==> src/rtl/ahb_pkg.sv <==
// Shared AHB-Lite encodings and the address-phase control bundle used by the
// memory arbiter and its per-master hold buffers.
package ahb_pkg;
  localparam logic [1:0] HTRANS_IDLE   = 2'b00;
  localparam logic [1:0] HTRANS_BUSY   = 2'b01;
  localparam logic [1:0] HTRANS_NONSEQ = 2'b10;
  localparam logic [1:0] HTRANS_SEQ    = 2'b11;

  localparam logic [2:0] HBURST_SINGLE = 3'b000;
  localparam logic [2:0] HBURST_INCR   = 3'b001;
  localparam logic [2:0] HBURST_WRAP4  = 3'b010;
  localparam logic [2:0] HBURST_INCR4  = 3'b011;
  localparam logic [2:0] HBURST_WRAP8  = 3'b100;
  localparam logic [2:0] HBURST_INCR8  = 3'b101;
  localparam logic [2:0] HBURST_WRAP16 = 3'b110;
  localparam logic [2:0] HBURST_INCR16 = 3'b111;

  localparam logic HRESP_OKAY  = 1'b0;
  localparam logic HRESP_ERROR = 1'b1;

  // Address-phase control; the address travels separately so its width can
  // follow the ADDR_W parameter of the users.
  typedef struct packed {
    logic       sel;
    logic [1:0] trans;
    logic       write;
    logic [2:0] size;
    logic [2:0] burst;
    logic [3:0] prot;
    logic       lock;
  } ahb_ctrl_t;
endpackage

==> src/rtl/ahblite3_arb_hold.sv <==
// Per-master stall buffer: captures a NONSEQ address phase the slave did not
// take, and presents it as a NONSEQ replay until the slave accepts it.
module ahblite3_arb_hold
  import ahb_pkg::*;
#(
  parameter int ADDR_W = 24
) (
  input  logic              clk,
  input  logic              reset,
  input  ahb_ctrl_t         live_ctrl,
  input  logic [ADDR_W-1:0] live_addr,
  input  logic              hready,
  input  logic              grant,
  input  logic              s_ready,
  output logic              req,
  output logic              pend,
  output ahb_ctrl_t         out_ctrl,
  output logic [ADDR_W-1:0] out_addr
);
  ahb_ctrl_t         hold_ctrl;
  logic [ADDR_W-1:0] hold_addr;
  logic              live_req, capture;

  assign live_req = live_ctrl.sel && (live_ctrl.trans == HTRANS_NONSEQ) && hready;
  // Anything the master believes issued but the slave did not take is kept.
  assign capture  = live_req && !pend && !(grant && s_ready);
  assign req      = live_req || pend;

  always_ff @(posedge clk) begin
    if (!reset) begin
      pend      <= 1'b0;
      hold_ctrl <= '0;
      hold_addr <= '0;
    end else if (capture) begin
      pend      <= 1'b1;
      hold_ctrl <= live_ctrl;
      hold_addr <= live_addr;
    end else if (pend && grant && s_ready) begin
      pend <= 1'b0;
    end
  end

  always_comb begin
    out_ctrl = live_ctrl;
    out_addr = live_addr;
    if (pend) begin
      out_ctrl       = hold_ctrl;
      out_ctrl.sel   = 1'b1;
      out_ctrl.trans = HTRANS_NONSEQ;
      out_addr       = hold_addr;
    end else if (!live_ctrl.sel) begin
      out_ctrl.trans = HTRANS_IDLE;
    end
  end
endmodule

==> src/rtl/ahblite3_mem_arbiter.sv <==
// Two-master AHB-Lite arbiter in front of a single memory slave: round-robin
// at transfer/burst boundaries, losing address phases are held and replayed.
module ahblite3_mem_arbiter
  import ahb_pkg::*;
#(
  parameter int ADDR_W = 24,
  parameter int DATA_W = 32
) (
  input  logic              clk,
  input  logic              reset,
  input  logic              m0_HSEL,
  input  logic [ADDR_W-1:0] m0_HADDR,
  input  logic [1:0]        m0_HTRANS,
  input  logic              m0_HWRITE,
  input  logic [2:0]        m0_HSIZE,
  input  logic [2:0]        m0_HBURST,
  input  logic [3:0]        m0_HPROT,
  input  logic              m0_HMASTLOCK,
  input  logic              m0_HREADY,
  input  logic [DATA_W-1:0] m0_HWDATA,
  output logic [DATA_W-1:0] m0_HRDATA,
  output logic              m0_HREADYOUT,
  output logic              m0_HRESP,
  input  logic              m1_HSEL,
  input  logic [ADDR_W-1:0] m1_HADDR,
  input  logic [1:0]        m1_HTRANS,
  input  logic              m1_HWRITE,
  input  logic [2:0]        m1_HSIZE,
  input  logic [2:0]        m1_HBURST,
  input  logic [3:0]        m1_HPROT,
  input  logic              m1_HMASTLOCK,
  input  logic              m1_HREADY,
  input  logic [DATA_W-1:0] m1_HWDATA,
  output logic [DATA_W-1:0] m1_HRDATA,
  output logic              m1_HREADYOUT,
  output logic              m1_HRESP,
  output logic              s_HSEL,
  output logic [ADDR_W-1:0] s_HADDR,
  output logic [1:0]        s_HTRANS,
  output logic              s_HWRITE,
  output logic [2:0]        s_HSIZE,
  output logic [2:0]        s_HBURST,
  output logic [3:0]        s_HPROT,
  output logic              s_HMASTLOCK,
  output logic              s_HREADY,
  output logic [DATA_W-1:0] s_HWDATA,
  input  logic [DATA_W-1:0] s_HRDATA,
  input  logic              s_HREADYOUT,
  input  logic              s_HRESP
);
  typedef enum logic [1:0] {DO_NONE, DO_M0, DO_M1} downer_e;

  logic                   owner, owner_nxt, rr_ptr, rr_nxt, gnt, keep, bus_free;
  downer_e                data_owner, data_nxt;
  logic      [1:0]        req, pend, hready;
  ahb_ctrl_t [1:0]        live_c, out_c;
  logic [1:0][ADDR_W-1:0] live_a, out_a;
  ahb_ctrl_t              own_c, s_c;

  assign live_c[0] = '{m0_HSEL, m0_HTRANS, m0_HWRITE, m0_HSIZE, m0_HBURST, m0_HPROT, m0_HMASTLOCK};
  assign live_c[1] = '{m1_HSEL, m1_HTRANS, m1_HWRITE, m1_HSIZE, m1_HBURST, m1_HPROT, m1_HMASTLOCK};
  assign live_a    = {m1_HADDR, m0_HADDR};
  assign hready    = {m1_HREADY, m0_HREADY};

  for (genvar i = 0; i < 2; i++) begin : g_hold
    ahblite3_arb_hold #(.ADDR_W(ADDR_W)) u_hold (
      .clk      (clk),
      .reset    (reset),
      .live_ctrl(live_c[i]),
      .live_addr(live_a[i]),
      .hready   (hready[i]),
      .grant    (gnt == 1'(i)),
      .s_ready  (s_HREADYOUT),
      .req      (req[i]),
      .pend     (pend[i]),
      .out_ctrl (out_c[i]),
      .out_addr (out_a[i])
    );
  end

  always_ff @(posedge clk) begin
    if (!reset) begin
      owner      <= 1'b0;
      rr_ptr     <= 1'b0;
      data_owner <= DO_NONE;
    end else begin
      owner      <= owner_nxt;
      rr_ptr     <= rr_nxt;
      data_owner <= data_nxt;
    end
  end

  always_comb begin
    own_c     = out_c[owner];
    // SEQ and BUSY both have bit 0 set: a burst in progress is never split.
    keep      = own_c.trans[0] || own_c.lock;
    bus_free  = s_HREADYOUT && !keep;
    gnt       = owner;
    rr_nxt    = rr_ptr;
    if (bus_free && (|req)) begin
      if (&req)       gnt = rr_ptr;
      else if (req[0]) gnt = 1'b0;
      else             gnt = 1'b1;
      rr_nxt = ~gnt;
    end
    owner_nxt = gnt;
    s_c       = reset ? out_c[gnt] : '0;
    data_nxt  = data_owner;
    if (s_HREADYOUT)
      data_nxt = !s_c.trans[1] ? DO_NONE : (gnt ? DO_M1 : DO_M0);
  end

  assign {s_HSEL, s_HTRANS, s_HWRITE, s_HSIZE, s_HBURST, s_HPROT, s_HMASTLOCK} = s_c;
  assign s_HADDR  = reset ? out_a[gnt] : '0;
  assign s_HREADY = s_HREADYOUT;
  assign s_HWDATA = (data_owner == DO_M1) ? m1_HWDATA : m0_HWDATA;

  // Data-phase response goes only to the master owning the data phase.
  always_comb begin
    m0_HRDATA    = (data_owner == DO_M0) ? s_HRDATA : '0;
    m1_HRDATA    = (data_owner == DO_M1) ? s_HRDATA : '0;
    m0_HRESP     = reset && (data_owner == DO_M0) && s_HRESP;
    m1_HRESP     = reset && (data_owner == DO_M1) && s_HRESP;
    m0_HREADYOUT = !reset || ((data_owner == DO_M0) ? s_HREADYOUT : !pend[0]);
    m1_HREADYOUT = !reset || ((data_owner == DO_M1) ? s_HREADYOUT : !pend[1]);
  end
endmodule

==> config.mk <==
export PLATFORM = sky130hd
export DESIGN_NAME = ahblite3_mem_arbiter
export DESIGN_NICKNAME = d
export VERILOG_FILES = /design/src/rtl/ahb_pkg.sv /design/src/rtl/ahblite3_arb_hold.sv /design/src/rtl/ahblite3_mem_arbiter.sv
export SDC_FILE = /design/constraint.sdc
export NUM_CORES = 1
export LEC_CHECK = 0
export CORE_AREA = 2 2 124 126
export CTS_CLUSTER_SIZE = 12
export DETAILED_ROUTE_END_ITERATION = 12
export DIE_AREA = 0 0 126 128
export GPL_ROUTABILITY_DRIVEN = 0
export PLACE_DENSITY = 0.74
export SETUP_SLACK_MARGIN = 0.1
export SLEW_MARGIN = 10
export SYNTH_ARGS = -nofsm -noshare
export SYNTH_HDL_FRONTEND = slang
export SYNTH_SLANG_ARGS = --single-unit
==> constraint.sdc <==
create_clock -name clk -period 5.7 [get_ports clk]
set_clock_uncertainty 0.15 [all_clocks]
set_input_delay 1.14 -clock clk [delete_from_list [all_inputs] [get_ports clk]]
set_output_delay 1.14 -clock clk [all_outputs]
set_load 0.03 [all_outputs]
* After elaboration in Yosys (flattened, before gate mapping)
Index checks and enable logic that the tools add are counted.
** Storage, ports and cells
- Register bits :: 78
- Output and inout bits :: 140
** Cells by class
- Equal/unequal tests :: 4
- Magnitude comparators :: 2
- Reductions and logical operators :: 35
- Bitwise gates (word level) :: 2
- Mux-type cells :: 33
** Operators with widths (number)
- $mux 24 :: 5
- $mux 32 :: 3
- $mux 15 :: 3
- $mux 13 :: 2
- $mux 12 :: 2
- $logic_and 1x1->1 :: 20
- $mux 1 :: 12
- $mux 2 :: 6
- $eq 2x2->1 const B :: 3
- $logic_not 1->1 :: 6
- $logic_or 1x1->1 :: 5
- $lt 1x2->1 const B :: 2
- $reduce_bool 2->1 :: 2
- $eq 2x1->1 const B :: 1
- $not 1->1 :: 2
- $reduce_and 2->1 :: 1
- $reduce_or 2->1 :: 1

* Longest topological paths before layout
- Depth in word-level cells :: 15
- Depth in mapped cells :: 8
- Mapped depth without buffers :: 6

* Cells and area by module
From an unflattened synthesis, not the netlist that was laid out.
** Unflattened totals
- Cells, all modules :: 686
- Area, all modules :: 5794.3 µm²
** By module, submodules not included
- ahblite3_arb_hold :: sequential area each 740.7 µm², area an instance 1964.4 µm², times used 2, cells each 207
- ahblite3_mem_arbiter :: sequential area each 80.1 µm², area an instance 1865.5 µm², times used 1, cells each 272

* Worst setup path before layout
OpenSTA, ideal clock, no wires.
- Kind :: input port to output port
- From :: input port m0_HTRANS[0]
- To :: output port s_HADDR[10]
- Buffers on the path :: 1
- Required time :: 4.410 ns
- Cell stages on the path :: 7
- Data arrival time :: 2.995 ns
- Slack :: 1.415 ns
- Path through :: nand4b_1 -> and2_1 -> a21o_1 -> o22ai_4 -> buf_6 -> a211oi_1 -> a211oi_1
** On the way
- Longest elaborated chain between the ends :: 12
- Elaborated cells between the ends (all ways) :: 21
** RTL lines
- start: declaration :: RTL line ahblite3_mem_arbiter.sv:13 : input logic [1:0] m0_HTRANS,
- $mux 2 :: RTL line ahblite3_arb_hold.sv:51 : end else if (!live_ctrl.sel) begin
- $mux 2 :: RTL line ahblite3_arb_hold.sv:46 : if (pend) begin
- $mux 13 (implied by the code) (2 in a row) :: RTL line ahblite3_mem_arbiter.sv:94 : own_c = out_c[owner];
- $logic_or 1x1->1 :: RTL line ahblite3_mem_arbiter.sv:96 : keep = own_c.trans[0] || own_c.lock;
- $logic_not 1->1 :: RTL line ahblite3_mem_arbiter.sv:97 : bus_free = s_HREADYOUT && !keep;
- $logic_and 1x1->1 :: RTL line ahblite3_mem_arbiter.sv:97
- $logic_and 1x1->1 :: RTL line ahblite3_mem_arbiter.sv:100 : if (bus_free && (|req)) begin
- $mux 1 (*) :: RTL line ahblite3_mem_arbiter.sv:100
- $mux 24 (implied by the code) (*) (2 in a row) :: RTL line ahblite3_mem_arbiter.sv:114 : assign s_HADDR = reset ? out_a[gnt] : '0;
- $mux 24 (*) :: RTL line ahblite3_mem_arbiter.sv:114
- end: declaration :: RTL line ahblite3_mem_arbiter.sv:38 : output logic [ADDR_W-1:0] s_HADDR,
Mark *: on every way between the ends. The rest lies on a longest branch, timed or not. The select of a mux whose other input is x is not followed.

* Worst setup path after layout
- From :: input port m0_HSEL
- To :: output port s_HADDR[22]
** On the way
- Longest elaborated chain between the ends :: 12
- Elaborated cells between the ends (all ways) :: 20
** RTL lines
- start: declaration :: RTL line ahblite3_mem_arbiter.sv:11 : input logic m0_HSEL,
- $mux 2 :: RTL line ahblite3_arb_hold.sv:51
- $mux 2 :: RTL line ahblite3_arb_hold.sv:46
- $mux 13 (implied by the code) (2 in a row) :: RTL line ahblite3_mem_arbiter.sv:94
- $logic_or 1x1->1 :: RTL line ahblite3_mem_arbiter.sv:96
- $logic_not 1->1 :: RTL line ahblite3_mem_arbiter.sv:97
- $logic_and 1x1->1 :: RTL line ahblite3_mem_arbiter.sv:97
- $logic_and 1x1->1 :: RTL line ahblite3_mem_arbiter.sv:100
- $mux 1 (*) :: RTL line ahblite3_mem_arbiter.sv:100
- $mux 24 (implied by the code) (*) (2 in a row) :: RTL line ahblite3_mem_arbiter.sv:114
- $mux 24 (*) :: RTL line ahblite3_mem_arbiter.sv:114
Marked as above.

==> results.cfg <==
[setup_path]
crit_required_ps = 4410
path_class = in2out
cp-start-kind = input pin
worstPathMaxFanout = 37
cp-end-kind = output pin
arrival_ps = 4020

[floorplan]
start_util = 0.354
die_area_mm2 = 0.0161
rows = 45
num_io_pins = 320
die_height_um = 128
core_area_mm2 = 0.0149
die_x_um = 126

[route]
vias = 5738
antenna_left = 0
vias_per_cell = 5.09
wire_per_inst_um = 20.2
drt-pass1-iter-count = 4
drt_iter0_drc = 319
drc_errors = 0
wl_um = 22700

[clocking]
cts_buffer_depth = 2
h-tree-depth = 3
ctsRootBufferMaster = clkbuf_16
clk_latency_ps = 340
cts_made_buffers = 9
cts_tree = done
cts.sinks = 78
post_cts.repair.setup_buffers = 0
cts_hold_buf = 0
ctsResizeCount = 0
clk_pin_slew_ps = 60

[finish]
final_common_cell = clkdlybuf4s50_1
final_cell_mix = clkdlybuf4s50_1 (317), nand2_1 (76), dfxtp_1 (76), o21ai_0 (75), nand3_1 (72)
regArea_mm2 = 0.00156
drive_above_1_share = 0.0962
multi_input_area_mm2 = 0.00339
final_cell_area_mm2 = 0.00877
fillers = 1366
layout.nets = 1112
area_growth_pct = 66.9

[power]
powerDensity_mw_per_mm2 = 180
leakage_nw = 3.04
worst_ir_drop_vdd_v = 0.000148

[run]
drv_cap = 0

[synth]
ys_types = 35
ys_seq_area_frac = 0.297
ys_ff_latch = 78
synth_nets = 840
synth_cells = 660
syn_area_mm2 = 0.00526
yosysWarnings = 0
syn_avg_cell_area_um2 = 7.96

[sta]
timing.final.crit_share = 0.931
tightest_slew_ps = 1190
setup_tns_ps = 0
rsz0062_at_grt = false
finalHoldViolCount = 0
period_minus_slack_ps = 5310
finalSetupViolCount = 0
slew_viol_final = 0
clock.fmax_mhz = 188
maxSlewHeadroom = 0.205

[grt]
overflow = 0
grt_pass1_vias = 5235
grt_max_degree = 91
grt_pass1_wl_um = 32300
grt_usage = 0.267
antenna_found_initial = 6

[min_path]
holdCritPathClass = reg2reg

[placement]
placed_cell_area_mm2 = 0.00849
dp_hpwl_um = 17500
portBuffers = 319

[run_status]
status = complete, no violations
layer usage:
layer / part of all wire / track usage
met5: 0.0013 / 0
met4: 0.020 / 0.103
met3: 0.10 / 0.112
met1: 0.41 / 0.326
met2: 0.46 / 0.417
synth_stat cells, drive strengths merged:
cell    instances  area share
o21a            2      0.0029
nand2b          2      0.0024
a21oi           2      0.0019
buf            24       0.029
o221a           1      0.0021
o21ai          76       0.073
o22ai           1      0.0038
inv             3      0.0021
a21o            2      0.0029
and2           66       0.079
nor2b          39       0.046
mux2           34       0.073
and3            3      0.0036
a22oi           1      0.0014
nand4b          3      0.0050
nor3            4      0.0038
nor2            9      0.0064
a211oi         73        0.12
a311o           1      0.0019
o211ai          3      0.0088
mux2i          36       0.069
and4            1      0.0017
nand2          76       0.054
a211o           2      0.0033
dfxtp          78        0.30
clkbuf         44       0.031
nand3          73       0.070
o2111a          1      0.0021
stage by stage:
step	power [mW]	hold slack [ps]	setup WS, ps	util	std cells
final	1.58	318	391	0.590	1128
after global routing	1.64	341	268	0.590	1128
after CTS	1.60	322	418	0.589	1124
after detailed placement	1.06	312	449	0.571	1109
after global placement	1.06	303	416	0.571	1109
after floorplan	0.803	294	1420	-	660
cell families (layout without fill, tap and decap cells):
group,count (synthesis),count (layout),synth area share
other,0,4,0
AND/OR/NAND/NOR,276,276,0.273
AO/OA/AOI/OAI,165,165,0.227
multiplexers,70,70,0.141
buffers and inverters,71,347,0.0624
flip-flops,78,78,0.297
worst paths after layout:
check | start | end | slack, ps | depth (start not counted)
max | m0_HSEL | s_HADDR[22] | 390 | 9
min | g_hold[0].u_hold.hold_ctrl[3] | g_hold[0].u_hold.hold_ctrl[3] | 320 | 2
max reg2reg | g_hold[1].u_hold.pend | g_hold[1].u_hold.hold_addr[6] | 2820 | 6
min reg2reg | g_hold[0].u_hold.hold_ctrl[3] | g_hold[0].u_hold.hold_ctrl[3] | 320 | 2
state kept, by name, indices dropped and copies added (netlist names):
signal / cells
g_hold.u_hold.hold_ctrl: 24
data_owner: 2
owner: 1
g_hold.u_hold.hold_addr: 48
rr_ptr: 1
g_hold.u_hold.pend: 2
critical path, stage by stage:
cell and delay [ps]:
clkdlybuf4s50_1 540, nand4b_1 170, and2_1 230, a21o_1 230, o22ai_4 280, buf_12 270
a211oi_1 90, a211oi_2 310, clkdlybuf4s50_1 750
power breakdown:
part           leakage (nW)  switching, mW  internal, mW  total [mW]
clock network         0.129          0.229         0.305       0.534
registers             0.631        0.00850         0.556       0.564
logic                  2.28          0.243         0.241       0.484
total                  3.04          0.480          1.10        1.58
cell type report:
type	instances	share of cell area
Clock buffer	12	0.0281
Multi-Input combinational cell	511	0.387
Sequential cell	78	0.178
Timing Repair Buffer	329	0.375
Inverter	3	0.00128
Tap cell	188	0.0268
Clock inverter	3	0.00243
Antenna cell	4	0.00114
Power figures use the tool's default switching activity.
